`config.mk`:
```
export PLATFORM = sky130hd
export DESIGN_NAME = spi_recv
export DESIGN_NICKNAME = d
export VERILOG_FILES = /design/src/rtl/spi_recv.sv
export SDC_FILE = /design/constraint.sdc
export NUM_CORES = 1
export LEC_CHECK = 0
export BUFFER_PORTS_ARGS = -buffer_cell sky130_fd_sc_hd__buf_2
export CAP_MARGIN = 20
export CORE_MARGIN = 10
export CORE_UTILIZATION = 28
export CTS_CLUSTER_SIZE = 25
export DETAILED_ROUTE_END_ITERATION = 16
export PLACE_DENSITY = 0.56
export SYNTH_ARGS = -nofsm -noshare
export SYNTH_HDL_FRONTEND = slang
export SYNTH_SLANG_ARGS = --single-unit
```
`constraint.sdc`:
```
create_clock -name clk -period 3.5 [get_ports clk]
set_input_delay 0.175 -clock clk [delete_from_list [all_inputs] [get_ports clk]]
set_output_delay 0.175 -clock clk [all_outputs]
set_load 0.05 [all_outputs]
```
`src/rtl/spi_recv.sv`:
```
// spi_recv: SPI mode-0 slave receiver that oversamples SCLK/SS/MOSI on clk and deserializes MSB-first words.
// Define SPI_RECV_LEN_CHECK_EN to add len_err, flagging frames whose word count differs from P_FRAME_LEN.
module spi_recv #(
  parameter int P_DATA_IN_WIDTH   = 1,
  parameter int P_DATA_TEMP_WIDTH = 8,
  parameter int P_FRAME_LEN       = 3,
  parameter int P_SYNC_STAGES     = 2
) (
  input  logic                         clk,
  input  logic                         rst_n,
  input  logic                         SPI0_SCLK_O,
  input  logic [P_DATA_IN_WIDTH-1:0]   SPI0_MOSI_O,
  input  logic                         SPI0_SS_O,
  output logic [P_DATA_TEMP_WIDTH-1:0] data_o,
  output logic                         data_valid,
  output logic [7:0]                   byte_cnt,
  output logic                         frame_done,
  output logic                         frame_err
`ifdef SPI_RECV_LEN_CHECK_EN
  ,
  output logic                         len_err
`endif
);

  localparam int W  = P_DATA_IN_WIDTH;
  localparam int T  = P_DATA_TEMP_WIDTH;
  localparam int BW = $clog2(T + 1);
  localparam int FW = $clog2(P_SYNC_STAGES + 1);

  typedef enum logic [1:0] { WAIT_IDLE, IDLE, ACTIVE, CLOSE } state_e;

  if (P_SYNC_STAGES < 2 || W < 1 || (T % W) != 0 || P_FRAME_LEN < 0 || P_FRAME_LEN > 255)
  begin : g_param_check
    $error("spi_recv: illegal parameter combination");
  end

  logic [P_SYNC_STAGES-1:0]        sclk_sync_q;
  logic [P_SYNC_STAGES-1:0]        ss_sync_q;
  logic [P_SYNC_STAGES-1:0][W-1:0] mosi_sync_q;
  logic                            sclk_prev_q;
  logic                            ss_prev_q;

  logic         sclk_s;
  logic         ss_s;
  logic [W-1:0] mosi_s;
  logic         sclk_rise;
  logic         ss_rise;
  logic         ss_fall;
  logic         word_full;

  state_e        state_q;
  logic [FW-1:0] flush_cnt_q;
  logic [BW-1:0] bit_cnt_q;
  logic [T-1:0]  shreg_q;
  logic [T-1:0]  data_q;
  logic [7:0]    byte_cnt_q;
  logic          data_valid_q;
  logic          frame_done_q;
  logic          frame_err_q;
`ifdef SPI_RECV_LEN_CHECK_EN
  logic          len_err_q;
`endif

  assign sclk_s    = sclk_sync_q[P_SYNC_STAGES-1];
  assign ss_s      = ss_sync_q[P_SYNC_STAGES-1];
  assign mosi_s    = mosi_sync_q[P_SYNC_STAGES-1];
  assign sclk_rise = sclk_s & ~sclk_prev_q;
  assign ss_rise   = ss_s & ~ss_prev_q;
  assign ss_fall   = ~ss_s & ss_prev_q;
  // A full word is held for one cycle before it is published, giving the sync+2 latency.
  assign word_full = (bit_cnt_q == BW'(T));

  always_ff @(posedge clk) begin
    if (!rst_n) begin
      // NOTE: synchronizers reset to bus idle levels (SCLK low, SS high) so reset never reads as an edge.
      sclk_sync_q  <= '0;
      ss_sync_q    <= '1;
      mosi_sync_q  <= '0;
      sclk_prev_q  <= 1'b0;
      ss_prev_q    <= 1'b1;
      state_q      <= WAIT_IDLE;
      flush_cnt_q  <= '0;
      bit_cnt_q    <= '0;
      shreg_q      <= '0;
      data_q       <= '0;
      byte_cnt_q   <= '0;
      data_valid_q <= 1'b0;
      frame_done_q <= 1'b0;
      frame_err_q  <= 1'b0;
`ifdef SPI_RECV_LEN_CHECK_EN
      len_err_q    <= 1'b0;
`endif
    end else begin
      sclk_sync_q <= {sclk_sync_q[P_SYNC_STAGES-2:0], SPI0_SCLK_O};
      ss_sync_q   <= {ss_sync_q[P_SYNC_STAGES-2:0], SPI0_SS_O};
      mosi_sync_q <= {mosi_sync_q[P_SYNC_STAGES-2:0], SPI0_MOSI_O};
      sclk_prev_q <= sclk_s;
      ss_prev_q   <= ss_s;

      // NOTE: strobes default low every cycle and are raised below, which keeps them one cycle wide.
      data_valid_q <= 1'b0;
      frame_done_q <= 1'b0;
      frame_err_q  <= 1'b0;
`ifdef SPI_RECV_LEN_CHECK_EN
      len_err_q    <= 1'b0;
`endif

      case (state_q)
        WAIT_IDLE: begin
          // The preset synchronizer contents are not trusted until real pin samples reach the end.
          if (flush_cnt_q == FW'(P_SYNC_STAGES)) begin
            if (ss_s) state_q <= IDLE;
          end else begin
            flush_cnt_q <= flush_cnt_q + FW'(1);
          end
        end

        IDLE: begin
          if (ss_fall) begin
            bit_cnt_q  <= '0;
            shreg_q    <= '0;
            byte_cnt_q <= '0;
            state_q    <= ACTIVE;
          end
        end

        ACTIVE: begin
          if (word_full) begin
            data_q       <= shreg_q;
            data_valid_q <= 1'b1;
            bit_cnt_q    <= '0;
            if (byte_cnt_q != 8'hFF) byte_cnt_q <= byte_cnt_q + 8'd1;
          end else if (sclk_rise && !ss_rise) begin
            shreg_q   <= (shreg_q << W) | T'(mosi_s);
            bit_cnt_q <= bit_cnt_q + BW'(W);
          end
          if (ss_rise) state_q <= CLOSE;
        end

        CLOSE: begin
          frame_done_q <= 1'b1;
          frame_err_q  <= (bit_cnt_q != '0);
`ifdef SPI_RECV_LEN_CHECK_EN
          len_err_q    <= (byte_cnt_q != 8'(P_FRAME_LEN)) || (bit_cnt_q != '0);
`endif
          bit_cnt_q    <= '0;
          state_q      <= IDLE;
        end

        default: state_q <= WAIT_IDLE;
      endcase
    end
  end

  assign data_o     = data_q;
  assign data_valid = data_valid_q;
  assign byte_cnt   = byte_cnt_q;
  assign frame_done = frame_done_q;
  assign frame_err  = frame_err_q;
`ifdef SPI_RECV_LEN_CHECK_EN
  assign len_err    = len_err_q;
`endif

endmodule

```
# After elaboration in Yosys (flattened, before gate mapping)
# Index checks and enable logic that the tools add are counted.
# word_totals
inputBits	5
register_bits	43
wordCells	73
# op_classes
bitwise	8
n_mux	18
n_eq_ne	15
n_addsub	3
reduce_logical	14
# op_table
cell	n
$mux 8	5
$pmux 8 s2	2
$ne 2x2->1 const B	8
$mux 4	3
$pmux 4 s3	1
$reduce_and 4->1	3
$add 8x1->8 const B	1
$mux 2	4
$ne 8x8->1 const B	1
$or 8x1->8	1
$pmux 2 s4	1
$reduce_and 2->1	4
$eq 2x2->1 const B	3
$add 4x1->4 const B	1
$eq 4x4->1 const B	1
$not 1->1	4
$reduce_bool 4->1	1
$and 1x1->1	3
$ne 3x3->1 const B	1
$reduce_and 3->1	1
$reduce_bool 3->1	1
$add 2x1->2 const B	1
$eq 2x1->1 const B	1
$logic_not 2->1	1
other kinds (4)	5

# Logic depth before layout (Yosys ltp)
# Gate-level depths: netlist (run 1).
# logic_depth
ltp_word	7
ltp_mapped	6

# Least setup slack after synthesis (run 1)
# No wires, ideal clock.
# synth_path
path_type	register to register
start	register byte_cnt_q[0] (netlist: byte_cnt[0])
end	register byte_cnt_q[5] (netlist: byte_cnt[5])
path_buffers	0
setup_ns	0.074
synth_period_minus_slack_ns	1.653
stages_incl_launch_ff	6
required_ns	3.426
arrival_ns	1.579
path_slack_ns	1.847
cell_sequence	dfxtp_1 -> ha_1 -> and3_1 -> a211oi_1 -> nand3b_1 -> a31oi_1
# synth_between
elab_chain_len	4
word_cells_on_any_way	7
classes_between	add/sub (1); eq/ne (2); mux (3); reduce/logical (1)
# synth_rtl
element	line_no	text
start: declaration	56	logic [7:0] byte_cnt_q;
start signal: assignment	132	if (byte_cnt_q != 8'hFF) byte_cnt_q <= byte_cnt_q + 8'd1;
$add 8x1->8	132	
$mux 8	132	
$mux 8	128	if (word_full) begin
$pmux 8 s2	108	case (state_q)
# Several ways; a longest one is shown, not always the timed one. The select of a mux whose other input is x is not followed.
# A chain may end at the register's enable or synchronous reset.

# Worst setup path after layout (run 1)
# layout_path
start	register state_q[0]
end	register byte_cnt_q[1] (netlist: byte_cnt[1])
# layout_between
elab_chain_len	3
word_cells_on_any_way	8
classes_between	eq/ne (5); mux (1); reduce/logical (2)
# layout_rtl
element	line_no	text
start: declaration	51	state_e state_q;
start signal: assignment	81	state_q <= WAIT_IDLE;
start signal: assignment	112	if (ss_s) state_q <= IDLE;
start signal: assignment	123	state_q <= ACTIVE;
$eq 2x2->1 / $eq 2x1->1 (equally long branches)	108	
$ne 2x2->1 (no source line) / $reduce_bool 2->1 (equally long branches)	n/a	
$reduce_and 4->1 (no source line)	n/a	
# Several ways; a longest one is shown, not always the timed one.

==> metrics.log, run 1 <==
INFO  metric cp_cell_sequence = inv_1 > ha_1 > inv_2 > o221ai_2 > or3_4 > o22ai_1
INFO  metric rsz0062_at_grt = no
INFO  metric p_int = roughly 0.79 mW
INFO  metric start_util = 29.3%
INFO  metric setup_violations = 0
INFO  metric cellLeakagePower = 0.818 nW
INFO  metric grt_antenna_before_repair = 0
INFO  metric ys_dominant_reg_cell = sky130_fd_sc_hd__dfxtp_1
INFO  metric fill_cells = roughly 660
INFO  metric critPathKind = flip-flop to flip-flop
INFO  metric async_flop_share = 0%
INFO  metric place_worst_setup_slack = between 1.5 and 2 ns
INFO  metric max_slew_margin = 60.8%
INFO  metric die_h = between 100 and 150 µm
INFO  metric finalNetCount = 252
INFO  metric drv_cap = 0
INFO  metric cts_post_setup_buffers_inserted = 0
INFO  metric dp_hpwl = ~2900 µm
INFO  metric synth.yosys.seq_area_share = roughly 46%
INFO  metric synth_cell_type_count = 42
INFO  metric fin_cells = approximately 320
INFO  metric grt_overflow_total = 0
INFO  metric drive_above_1_share = ~16%
INFO  metric cpMaxStageDelayCell = sky130_fd_sc_hd__or3_4
INFO  metric synth-seq-cells = between 40 and 50
INFO  metric route.detailed.vias_per_inst = 5.02
INFO  metric worst_pin_slew = between 0.5 and 0.6 ns
INFO  metric power.share.sequential = about 45%
INFO  metric first_global_vias = 1464
INFO  metric outcome = complete, no violations
INFO  metric tns = 0 ns
INFO  metric cts_tree = done
INFO  metric final.setup_skew = around 0.0092 ns
INFO  metric clock_tree.root_cell = sky130_fd_sc_hd__clkbuf_8
INFO  metric timing_hold_violations_final = 0
INFO  metric timing.critical_path.from_type = flip-flop
INFO  metric clock.fmax = slightly above 500 MHz
INFO  metric critical_path.max_stage_delay = roughly 0.42 ns
INFO  metric grt_max_degree = 34
INFO  metric placedCellCount = between 300 and 400
INFO  metric cts_htree_levels = 2
INFO  metric synthCells = between 200 and 250
INFO  metric timing.critical_path.max_delay_family = simple AND/OR/NAND/NOR gates
INFO  metric weighted_congestion_at_the_end_of_routability_driven_global_placement = approximately 0.80
INFO  metric drt-total-wl = between 3000 and 4000 µm
INFO  metric power_per_cell_area = between 500 and 600 nW/µm²
INFO  metric clock_sinks = between 40 and 50
INFO  metric drt_pre_antenna_iters = 4
INFO  metric area_of_the_multi_input_gates = 961 µm²
INFO  metric grt.total_usage = 8.09%
INFO  metric maximum_clock_insertion_buffer_count = 2
INFO  metric pin_count = 24
INFO  metric grt_first_pass_wirelength = 6820 µm
INFO  metric power.share.switching = a little over a third
INFO  metric layout_overhead_on_the_synthesized_area = 15.2%
INFO  metric critical_path.endpoint_type = flip-flop
INFO  metric biggest_fanout_along_the_worst_timing_path = 15
INFO  metric number_of_buffers_added_on_ports = 23
INFO  metric fin_util = between 30% and 40%
INFO  metric layout.cells.most_common_list = sky130_fd_sc_hd__dfxtp_1 (43), sky130_fd_sc_hd__nand2_1 (39), sky130_fd_sc_hd__buf_2 (23), sky130_fd_sc_hd__a21oi_1 (15)
INFO  metric power_frac_clock = a little over a quarter
INFO  metric vias = around 1600
INFO  metric timing.final.crit_share = a little under three fifths
INFO  metric shortest_period_the_worst_path_allows = 1.97 ns
INFO  metric post_cts_resize_count = 0
INFO  metric layout.area.seq = between 800 and 900 µm²
INFO  metric cts.clk_slew.worst_paths = roughly 0.080 ns
INFO  metric post_dp_cell_area = approximately 2100 µm²
INFO  metric postLayoutCellArea = ~2200 µm²
INFO  metric cell_row_count = 29
INFO  metric finalWorstSetupSlack = around 1.5 ns
INFO  metric cts-hold-fix-buffers = 0
INFO  metric fin_max_slew_vios = 0
INFO  metric synthesis.area_per_instance = slightly below 9 µm²
INFO  metric final_common_cell = sky130_fd_sc_hd__dfxtp_1
INFO  metric synth-warning-count = 0
INFO  metric power.ir.vdd_worst = between 150 and 200 µV
INFO  metric core_area = 6420 µm²
INFO  metric p_sw = between 0.4 and 0.5 mW
INFO  metric power.share.combinational = ~29%
INFO  metric drt_iter0_drc = ~110
INFO  metric post-route-drc-count = 0
INFO  metric synth_fp_nets = 227
INFO  metric cp.arrival = 2.20 ns
INFO  metric setup_slack_of_the_worst_register_to_register_path = between 1.5 and 2 ns
INFO  metric drt.antenna.violating_nets = 0
INFO  metric critPathRequiredTime = ~3.7 ns
INFO  metric cts-buffers-inserted = 5
INFO  metric hold_path.class = primary input to flip-flop
INFO  metric synth_edf_count = 0
INFO  metric netlist_area = about 1900 µm²
INFO  metric worst-path-buf-inv = 2
INFO  metric floorplan.die.width = roughly 100 µm
INFO  metric antenna-diode-count = 0
INFO  metric routedWlPerCell = roughly 13 µm
INFO  metric insertion_delay = approximately 0.30 ns
INFO  metric die_area = just over 10000 µm²
## worst reg2reg max path, stage by stage, from the launching register on
cell                       delay (ns)
sky130_fd_sc_hd__dfxtp_1         0.41
sky130_fd_sc_hd__inv_1           0.10
sky130_fd_sc_hd__ha_1            0.40
sky130_fd_sc_hd__inv_2           0.21
sky130_fd_sc_hd__o221ai_2        0.20
sky130_fd_sc_hd__or3_4           0.43
sky130_fd_sc_hd__o22ai_1         0.16
## power groups by stage
stage	combinational (mW)	clock (mW)	sequential, mW
finish	0.345	0.323	0.535
CTS	0.348	0.337	0.536
global placement	0.342	0	0.545
global route	0.396	0.354	0.539
detailed placement	0.346	0	0.547
floorplan	0.274	0	0.547
## state kept, by name, indices dropped and copies added, names as in the netlist, 2 cells and up
register and flops:
byte_cnt 8, data_o 8, shreg_q 8, bit_cnt_q 4, flush_cnt_q 2, sclk_sync_q 2
ss_sync_q 2, state_q 2
## per-layer routing
| metal | track usage (%) | routed length (µm) | up-vias |
|---|---|---|---|
| met5 | 0 | 0 | - |
| met4 | 3.90 | 74 | 0 |
| met3 | 2.56 | 141 | 5 |
| met2 | 12.7 | 1850 | 24 |
| met1 | 9.79 | 1930 | 746 |
| li1 | - | - | 806 |
## synth_stat cells (all sizes together) (2+ instances only)
| master | instances | area share, % |
|---|---|---|
| o21ai | 5 | 1.3 |
| dfxtp | 43 | 46 |
| nor2 | 10 | 2.0 |
| o31a | 2 | 0.93 |
| nand3b | 2 | 0.80 |
| o221a | 2 | 1.2 |
| nand2 | 39 | 7.8 |
| nand3 | 6 | 1.6 |
| nand4 | 2 | 0.66 |
| and3 | 2 | 0.66 |
| o2bb2ai | 3 | 1.4 |
| a211oi | 5 | 2.0 |
| a21oi | 15 | 4.0 |
| a32o | 2 | 1.1 |
| nor3 | 2 | 0.53 |
| ha | 10 | 6.6 |
| nand2b | 7 | 2.3 |
| mux2i | 2 | 1.1 |
| and2 | 6 | 2.0 |
| inv | 11 | 2.2 |
| o22ai | 10 | 3.3 |
| nor2b | 4 | 1.3 |
| clkbuf | 5 | 1.0 |
## through the flow
step | hold slack [ns] | power [mW]
2_1_floorplan | 0.276 | 0.821
5_1_grt | 0.0570 | 1.29
3_5_place_dp | 0.371 | 0.894
4_1_cts | 0.0529 | 1.22
6_report | 0.0649 | 1.20
3_3_place_gp | 0.364 | 0.887
## logic make-up after synthesis
| logic type | synth area share (%) |
|---|---|
| simple gates | 22.9 |
| compound gates | 19.9 |
| flops | 45.7 |
| buf+inv | 3.19 |
| fa+ha+maj | 6.65 |
| mux | 1.06 |
| xor+xnor | 0.466 |
## path summary, 6_finish.rpt
check,startpoint,to,cells after the start
min reg2reg,ss_sync_q[0]$_SDFF_PN1_,ss_sync_q[1]$_SDFF_PN1_,1
min,SPI0_SS_O,ss_sync_q[0]$_SDFF_PN1_,2
max reg2reg,state_q[0]$_SDFFE_PN0P_,byte_cnt[1]$_SDFFE_PN0P_,6
max,state_q[0]$_SDFFE_PN0P_,byte_cnt[1]$_SDFFE_PN0P_,6
## layout make-up
class                      count  area share (%)
tap                           77            4.44
inverter                      11            1.90
timing repair buffer          23            5.31
clock inverter                 3            1.15
multi-input combinational    153            44.3
sequential                    43            39.7
clock buffer                   5            3.17
Note: power is estimated with default switching activity, not from simulation.
==> run 2, diff against run 1 <==
Clock period 3.5 ns to 1.9 ns, I/O delays scaled along.
==> run 2 against run 1 <==
- final cell count increased by 2.5%
- count of clock-buffer cells in the layout stayed put
- clock skew hardly changed
- sequential power up 84%
- sequential share of layout area is 1.2 points lower
- maximum frequency grew 12%
- global-route usage is 0.24 points higher
- die area unchanged
- flip-flop and latch count unchanged
- utilization rose by 1.0 points
- combinational power rose by 110%
==> metrics.log, run 2 (same netlist as run 1, synthesis figures left out) <==
INFO  metric power_frac_clock = 25.7% (-1.2 points)
INFO  metric outcome = complete, no violations
INFO  metric critical_path.endpoint_type = flip-flop
INFO  metric setup_violations = 0 (unchanged)
INFO  metric power.share.sequential = 42.6% (-1.9 points)
INFO  metric hold_path.class = primary input to flip-flop
INFO  metric clock_sinks = 43 (unchanged)
INFO  metric number_of_buffers_added_on_ports = 23 (unchanged)
INFO  metric drv_cap = 0 (unchanged)
INFO  metric timing.final.crit_share = 92.6% (+36 points)
INFO  metric biggest_fanout_along_the_worst_timing_path = 8 (-7)
INFO  metric drt_iter0_drc = 60 (-44%)
INFO  metric drt_pre_antenna_iters = 4 (unchanged)
INFO  metric timing.hold.worst_endpoint = data_valid$_SDFF_PN0_
INFO  metric drt.antenna.violating_nets = 0 (unchanged)
INFO  metric critical_path.max_stage_delay = 0.41 ns (about the same)
INFO  metric critical_path.reg2reg.endpoint = byte_cnt[0]$_SDFFE_PN0P_
INFO  metric clock_tree.root_cell = sky130_fd_sc_hd__clkbuf_8
INFO  metric hold_slack_final = 0.190 ns (+0.125 ns)
INFO  metric cts_tree = done
INFO  metric worst_pin_slew = 0.478 ns (-0.109 ns)
INFO  metric route.detailed.vias_per_inst = 4.91 (-2.1%)
INFO  metric cellLeakagePower = 0.852 nW (+4.2%)
INFO  metric drt-total-wl = 4120 µm (+3.2%)
INFO  metric weighted_congestion_at_the_end_of_routability_driven_global_placement = 0.851 (+6.8%)
INFO  metric clock.fmax = 569 MHz (+12%)
INFO  metric first_global_vias = 1474 (+0.68%)
INFO  metric p_int = 1.51 mW (+92%)
INFO  metric layout.cells.most_common_list = sky130_fd_sc_hd__dfxtp_1 (43), sky130_fd_sc_hd__nand2_1 (39), sky130_fd_sc_hd__buf_2 (23), sky130_fd_sc_hd__a21oi_1 (15)
INFO  metric power.share.switching = 34.8% (+0.056 points)
INFO  metric insertion_delay = 0.30 ns (about the same)
INFO  metric pin_count = 24 (unchanged)
INFO  metric cts_htree_levels = 2 (unchanged)
INFO  metric power.ir.vdd_worst = 353 µV (+120%)
INFO  metric grt.total_usage = 8.33% (+0.24 points)
INFO  metric routedWlPerCell = 12.8 µm (+0.65%)
INFO  metric worst_hold_path.num_cells = 3 (+1)
INFO  metric setup_slack_of_the_worst_register_to_register_path = 0.14 ns (-1.39 ns)
INFO  metric timing_hold_violations_final = 0 (unchanged)
INFO  metric reg2regPathDepth = 6 (unchanged)
INFO  metric rsz0062_at_grt = no
INFO  metric hold_start = rst_n
INFO  metric start_util = 29.3% (unchanged)
INFO  metric final_common_cell = sky130_fd_sc_hd__dfxtp_1
INFO  metric cell_row_count = 29 (unchanged)
INFO  metric core_area = 6420 µm² (unchanged)
INFO  metric fill_cells = 676 (+2.3%)
INFO  metric maximum_clock_insertion_buffer_count = 2 (unchanged)
INFO  metric drive_above_1_share = 17.9% (+1.5 points)
INFO  metric die_h = 102 µm (unchanged)
INFO  metric grt_first_pass_wirelength = 6960 µm (+2.0%)
INFO  metric cts.clk_slew.worst_paths = 0.09 ns (about the same)
INFO  metric grt_antenna_before_repair = 0 (unchanged)
INFO  metric cpMaxStageDelayCell = sky130_fd_sc_hd__dfxtp_1
INFO  metric cp.arrival = 1.99 ns (-0.21 ns)
INFO  metric dp_hpwl = 3040 µm (+5.5%)
INFO  metric die_area = 10400 µm² (unchanged)
INFO  metric post_cts_resize_count = 0 (unchanged)
INFO  metric vias = 1587 (+0.38%)
INFO  metric layout.area.seq = 861 µm² (unchanged)
INFO  metric power.share.combinational = 31.6% (+2.9 points)
INFO  metric shortest_period_the_worst_path_allows = 1.76 ns (-0.213 ns)
INFO  metric cts-buffers-inserted = 5 (unchanged)
INFO  metric critPathRequiredTime = 2.13 ns (-1.60 ns)
INFO  metric post-route-drc-count = 0 (unchanged)
INFO  metric critPathKind = flip-flop to flip-flop
INFO  metric fin_max_slew_vios = 0 (unchanged)
INFO  metric grt_max_degree = 33 (-2.9%)
INFO  metric power_per_cell_area = 1040 nW/µm² (+87%)
INFO  metric grt_overflow_total = 0 (unchanged)
INFO  metric area_of_the_multi_input_gates = 961 µm² (unchanged)
INFO  metric p_sw = 0.806 mW (+93%)
INFO  metric floorplan.die.width = 102 µm (unchanged)
INFO  metric layout_overhead_on_the_synthesized_area = 18.7%
INFO  metric timing.critical_path.from_type = flip-flop
INFO  metric worst_r2r_startpoint = state_q[0]$_SDFFE_PN0P_
INFO  metric final.setup_skew = 0.00963 ns (+0.000406 ns)
INFO  metric finalNetCount = 260 (+3.2%)
INFO  metric antenna-diode-count = 0 (unchanged)
INFO  metric max_slew_margin = 68.0% (+7.2 points)
INFO  metric cp_cell_sequence = inv_1 > ha_1 > inv_2 > o221ai_2 > or3_4 > o22ai_1
INFO  metric tns = 0 ns (unchanged)
## run 2: cell type report
type | count | area share (%)
repair buffers | 31 | 8.17
well taps | 77 | 4.31
clock buffers | 5 | 3.08
flip-flops and latches | 43 | 38.5
inverters | 11 | 1.85
clock inverters | 3 | 1.06
multi-input cells | 153 | 43.0
## run 2: layer usage
metal,routed length [µm],GRT usage [%],vias to the layer above
met3,186,2.50,4
met5,0,0,-
met4,89,5.10,0
met1,1870,9.71,722
met2,1980,13.2,32
li1,-,-,829
## run 2: power groups by stage
stage / sequential, mW / clock (mW) / combinational, mW
6_report: 0.987 / 0.596 / 0.732
2_1_floorplan: 1.01 / 0 / 0.504
4_1_cts: 0.988 / 0.627 / 0.735
3_5_place_dp: 1.01 / 0 / 0.729
5_1_grt: 0.994 / 0.659 / 0.809
3_3_place_gp: 1.01 / 0 / 0.713
## run 2: stage by stage
step	util (%)	cell area [µm²]	instances	power (mW)	setup slack, ns
6_report	34.8	2230	323	2.31	0.141
5_1_grt	34.8	2230	323	2.46	0.0105
4_1_cts	34.8	2230	323	2.35	0.119
3_5_place_dp	32.9	2110	312	1.74	0.136
3_3_place_gp	32.9	2110	312	1.72	0.138
2_1_floorplan	-	1880	212	1.51	0.247
## run 2: worst max-delay path by stage
stage,cells past startpoint,start,to,slack [ns]
after floorplan,5,byte_cnt[0]$_SDFFE_PN0P_,byte_cnt[5]$_SDFFE_PN0P_,0.25
after global placement,6,state_q[0]$_SDFFE_PN0P_,byte_cnt[1]$_SDFFE_PN0P_,0.14
after detailed placement,6,state_q[0]$_SDFFE_PN0P_,byte_cnt[0]$_SDFFE_PN0P_,0.14
after CTS,6,state_q[0]$_SDFFE_PN0P_,byte_cnt[0]$_SDFFE_PN0P_,0.12
after global routing,6,state_q[0]$_SDFFE_PN0P_,byte_cnt[0]$_SDFFE_PN0P_,0.01
final,6,state_q[0]$_SDFFE_PN0P_,byte_cnt[0]$_SDFFE_PN0P_,0.14
## run 2: worst max-delay path, delay by kind of cell, from the launching register on
kind            cells  cell delay, ns
compound gates      2            0.30
fa+ha+maj           1            0.31
simple gates        1            0.40
flops               1            0.41
buf+inv             2            0.27
## run 2: repair_timing
item	CTS	global route
hold buffers	3	0
setup endpoints to repair	0	0
hold endpoints to repair	3	0
setup buffers	0	0
==> run 3, diff against run 2 <==
Settings changed: CORE_ASPECT_RATIO from default to 0.7, PLACE_DENSITY 0.56 to default, SKIP_LAST_GASP from default to 1.
==> run 3 against run 2 <==
- clock skew decreased by 0.0031 ns
- via count down 0.63%
- routed wire length decreased by 3.5%
- utilization rose by 1.0 points
- clock power is 38% higher
- final cell count increased by 3.4%
- power up 9.0%
- combinational power down 2%
- setup slack improved by 0.034 ns
- sequential share of layout area shrank 0.76 points
- cell area increased by 2.0%
- critical path depth unchanged
- critical path type unchanged
- highest routed layer unchanged
==> metrics.log, run 3 (same netlist as run 1, synthesis figures left out) <==
INFO  metric cts_htree_levels = 2 (unchanged)
INFO  metric grt_first_pass_wirelength = 6650 µm (-4.4%)
INFO  metric floorplan.die.width = 118 µm (+16%)
INFO  metric cellLeakagePower = 0.864 nW (+1.4%)
INFO  metric timing.critical_path.from_type = flip-flop
INFO  metric drv_cap = 0 (unchanged)
INFO  metric route.detailed.vias_per_inst = 4.72 (-3.9%)
INFO  metric insertion_delay = 0.29 ns (about the same)
INFO  metric finalWorstSetupSlack = 0.175 ns (+0.0335 ns)
INFO  metric rsz0062_at_grt = no
INFO  metric finalNetCount = 257 (-1.2%)
INFO  metric clock.fmax = 580 MHz (+1.9%)
INFO  metric setup_violations = 0 (unchanged)
INFO  metric drt_iter0_drc = 81 (+35%)
INFO  metric layout.cells.most_common_list = sky130_fd_sc_hd__dfxtp_1 (43), sky130_fd_sc_hd__nand2_1 (39), sky130_fd_sc_hd__buf_2 (23), sky130_fd_sc_hd__a21oi_1 (15)
INFO  metric cts.clk_slew.worst_paths = 0.07 ns (-0.02 ns)
INFO  metric power_per_cell_area = 1110 nW/µm² (+6.9%)
INFO  metric cp.arrival = 1.94 ns (-0.05 ns)
INFO  metric critPathRequiredTime = 2.12 ns (about the same)
INFO  metric grt_overflow_total = 0 (unchanged)
INFO  metric outcome = complete, no violations
INFO  metric routedWlPerCell = 11.9 µm (-6.6%)
INFO  metric fin_cells = 334 (+3.4%)
INFO  metric placedCellCount = 324 (+3.8%)
INFO  metric layout.area.seq = 861 µm² (unchanged)
INFO  metric cts-buffers-inserted = 5 (unchanged)
INFO  metric clock_tree.root_cell = sky130_fd_sc_hd__clkbuf_8
INFO  metric final.setup_skew = 0.00657 ns (-0.00305 ns)
INFO  metric final_common_cell = sky130_fd_sc_hd__dfxtp_1
INFO  metric critical_path.endpoint_type = flip-flop
INFO  metric fill_cells = 700 (+3.6%)
INFO  metric drt-total-wl = 3980 µm (-3.5%)
INFO  metric vias = 1577 (-0.63%)
INFO  metric die_area = 10500 µm² (+0.50%)
INFO  metric first_global_vias = 1412 (-4.2%)
INFO  metric clock_sinks = 43 (unchanged)
INFO  metric number_of_buffers_added_on_ports = 23 (unchanged)
INFO  metric area_of_the_multi_input_gates = 973 µm² (+1.3%)
INFO  metric dp_hpwl = 2900 µm (-4.8%)
INFO  metric core_area = 6370 µm² (-0.88%)
INFO  metric grt.total_usage = 7.54% (-0.78 points)
INFO  metric power.ir.vdd_worst = 385 µV (+9.0%)
INFO  metric tns = 0 ns (unchanged)
INFO  metric die_h = 88.6 µm (-13%)
INFO  metric shortest_period_the_worst_path_allows = 1.73 ns (-0.0335 ns)
INFO  metric cts_tree = done
INFO  metric layout_overhead_on_the_synthesized_area = 21.1%
INFO  metric fin_max_slew_vios = 0 (unchanged)
INFO  metric drt_pre_antenna_iters = 4 (unchanged)
INFO  metric maximum_clock_insertion_buffer_count = 2 (unchanged)
INFO  metric grt_max_degree = 33 (unchanged)
INFO  metric max_slew_margin = 66.4% (-1.6 points)
INFO  metric timing.final.crit_share = 90.8% (-1.8 points)
INFO  metric biggest_fanout_along_the_worst_timing_path = 8 (unchanged)
INFO  metric antenna-diode-count = 0 (unchanged)
INFO  metric drt.antenna.violating_nets = 0 (unchanged)
INFO  metric post_dp_cell_area = 2110 µm² (+0.12%)
INFO  metric worst_pin_slew = 0.502 ns (+0.0232 ns)
INFO  metric weighted_congestion_at_the_end_of_routability_driven_global_placement = 0.811 (-4.6%)
INFO  metric drive_above_1_share = 16.9% (-1.0 points)
INFO  metric start_util = 29.6% (+0.26 points)
INFO  metric place_worst_setup_slack = 0.157 ns (+0.0213 ns)
INFO  metric postLayoutCellArea = 2280 µm² (+2.0%)
INFO  metric hold_path.class = primary input to flip-flop
INFO  metric cts_post_setup_buffers_inserted = 0 (unchanged)
INFO  metric timing_hold_violations_final = 0 (unchanged)
INFO  metric cell_row_count = 24 (-17%)
INFO  metric pin_count = 24 (unchanged)
INFO  metric critPathKind = flip-flop to flip-flop
INFO  metric post-route-drc-count = 0 (unchanged)
INFO  metric grt_antenna_before_repair = 0 (unchanged)
INFO  metric hold_slack_final = 0.0154 ns (-0.175 ns)
==> run 3: cell types whose count changed in the layout (fill, tap and decap cells not counted) <==
cell / previous run / this run
sky130_fd_sc_hd__a2111oi_4: 0 / 1
sky130_fd_sc_hd__clkbuf_1: 0 / 1
sky130_fd_sc_hd__inv_6: 1 / 0
sky130_fd_sc_hd__a2111oi_2: 1 / 0
sky130_fd_sc_hd__bufinv_16: 0 / 2
sky130_fd_sc_hd__buf_4: 5 / 3
sky130_fd_sc_hd__clkinvlp_4: 2 / 0
sky130_fd_sc_hd__dlygate4sd3_1: 3 / 2
==> run 3: where the power goes <==
part | total, mW | switching, mW | internal (mW)
Clock | 0.821 | 0.296 | 0.525
Sequential | 0.987 | 0.0383 | 0.948
Combinational | 0.716 | 0.433 | 0.283
==> run 3: critical path, cell delays in order, from the launching register on <==
cell and delay (ns):
sky130_fd_sc_hd__dfxtp_1 0.40, sky130_fd_sc_hd__inv_1 0.10, sky130_fd_sc_hd__ha_1 0.22, sky130_fd_sc_hd__inv_2 0.14, sky130_fd_sc_hd__o221ai_2 0.20, sky130_fd_sc_hd__or3_4 0.43, sky130_fd_sc_hd__o22ai_1 0.16
==> run 3: path summary, 6_finish.rpt <==
path	endpoint	cells after the start	startpoint	slack [ns]
max	byte_cnt[1]$_SDFFE_PN0P_	6	state_q[0]$_SDFFE_PN0P_	0.17
min	sclk_sync_q[0]$_SDFF_PN0_	2	SPI0_SCLK_O	0.02
max reg2reg	byte_cnt[1]$_SDFFE_PN0P_	6	state_q[0]$_SDFFE_PN0P_	0.17
min reg2reg	ss_sync_q[1]$_SDFF_PN1_	1	ss_sync_q[0]$_SDFF_PN1_	0.41
==> run 3: per-layer routing <==
metal	track usage (%)	wire length (µm)	share of wire, %
met5	0	0	0
met4	3.69	51	1.3
met3	1.78	172	4.3
met2	11.6	1670	42
met1	9.82	2090	52
==> run 3: area by class of cell <==
cell class | instances | share of cell area [%]
repair buffers | 28 | 6.92
flip-flops and latches | 43 | 37.8
well taps | 91 | 4.99
inverters | 11 | 1.81
multi-input cells | 153 | 42.7
clock buffers | 6 | 3.18
clock inverters | 2 | 2.63
==> run 3: stage by stage <==
| stage | power (mW) | util, % |
|---|---|---|
| after floorplan | 1.51 | - |
| after global placement | 1.66 | 33.2 |
| after detailed placement | 1.69 | 33.2 |
| after CTS | 2.52 | 35.6 |
| after global routing | 2.68 | 35.8 |
| final | 2.52 | 35.8 |
==> run 3: what timing repair did <==
item                                   CTS  global route
endpoints found under the hold margin    2             0
hold buffers                             2             0
setup endpoints to repair                0             1
resized for setup                        0             1
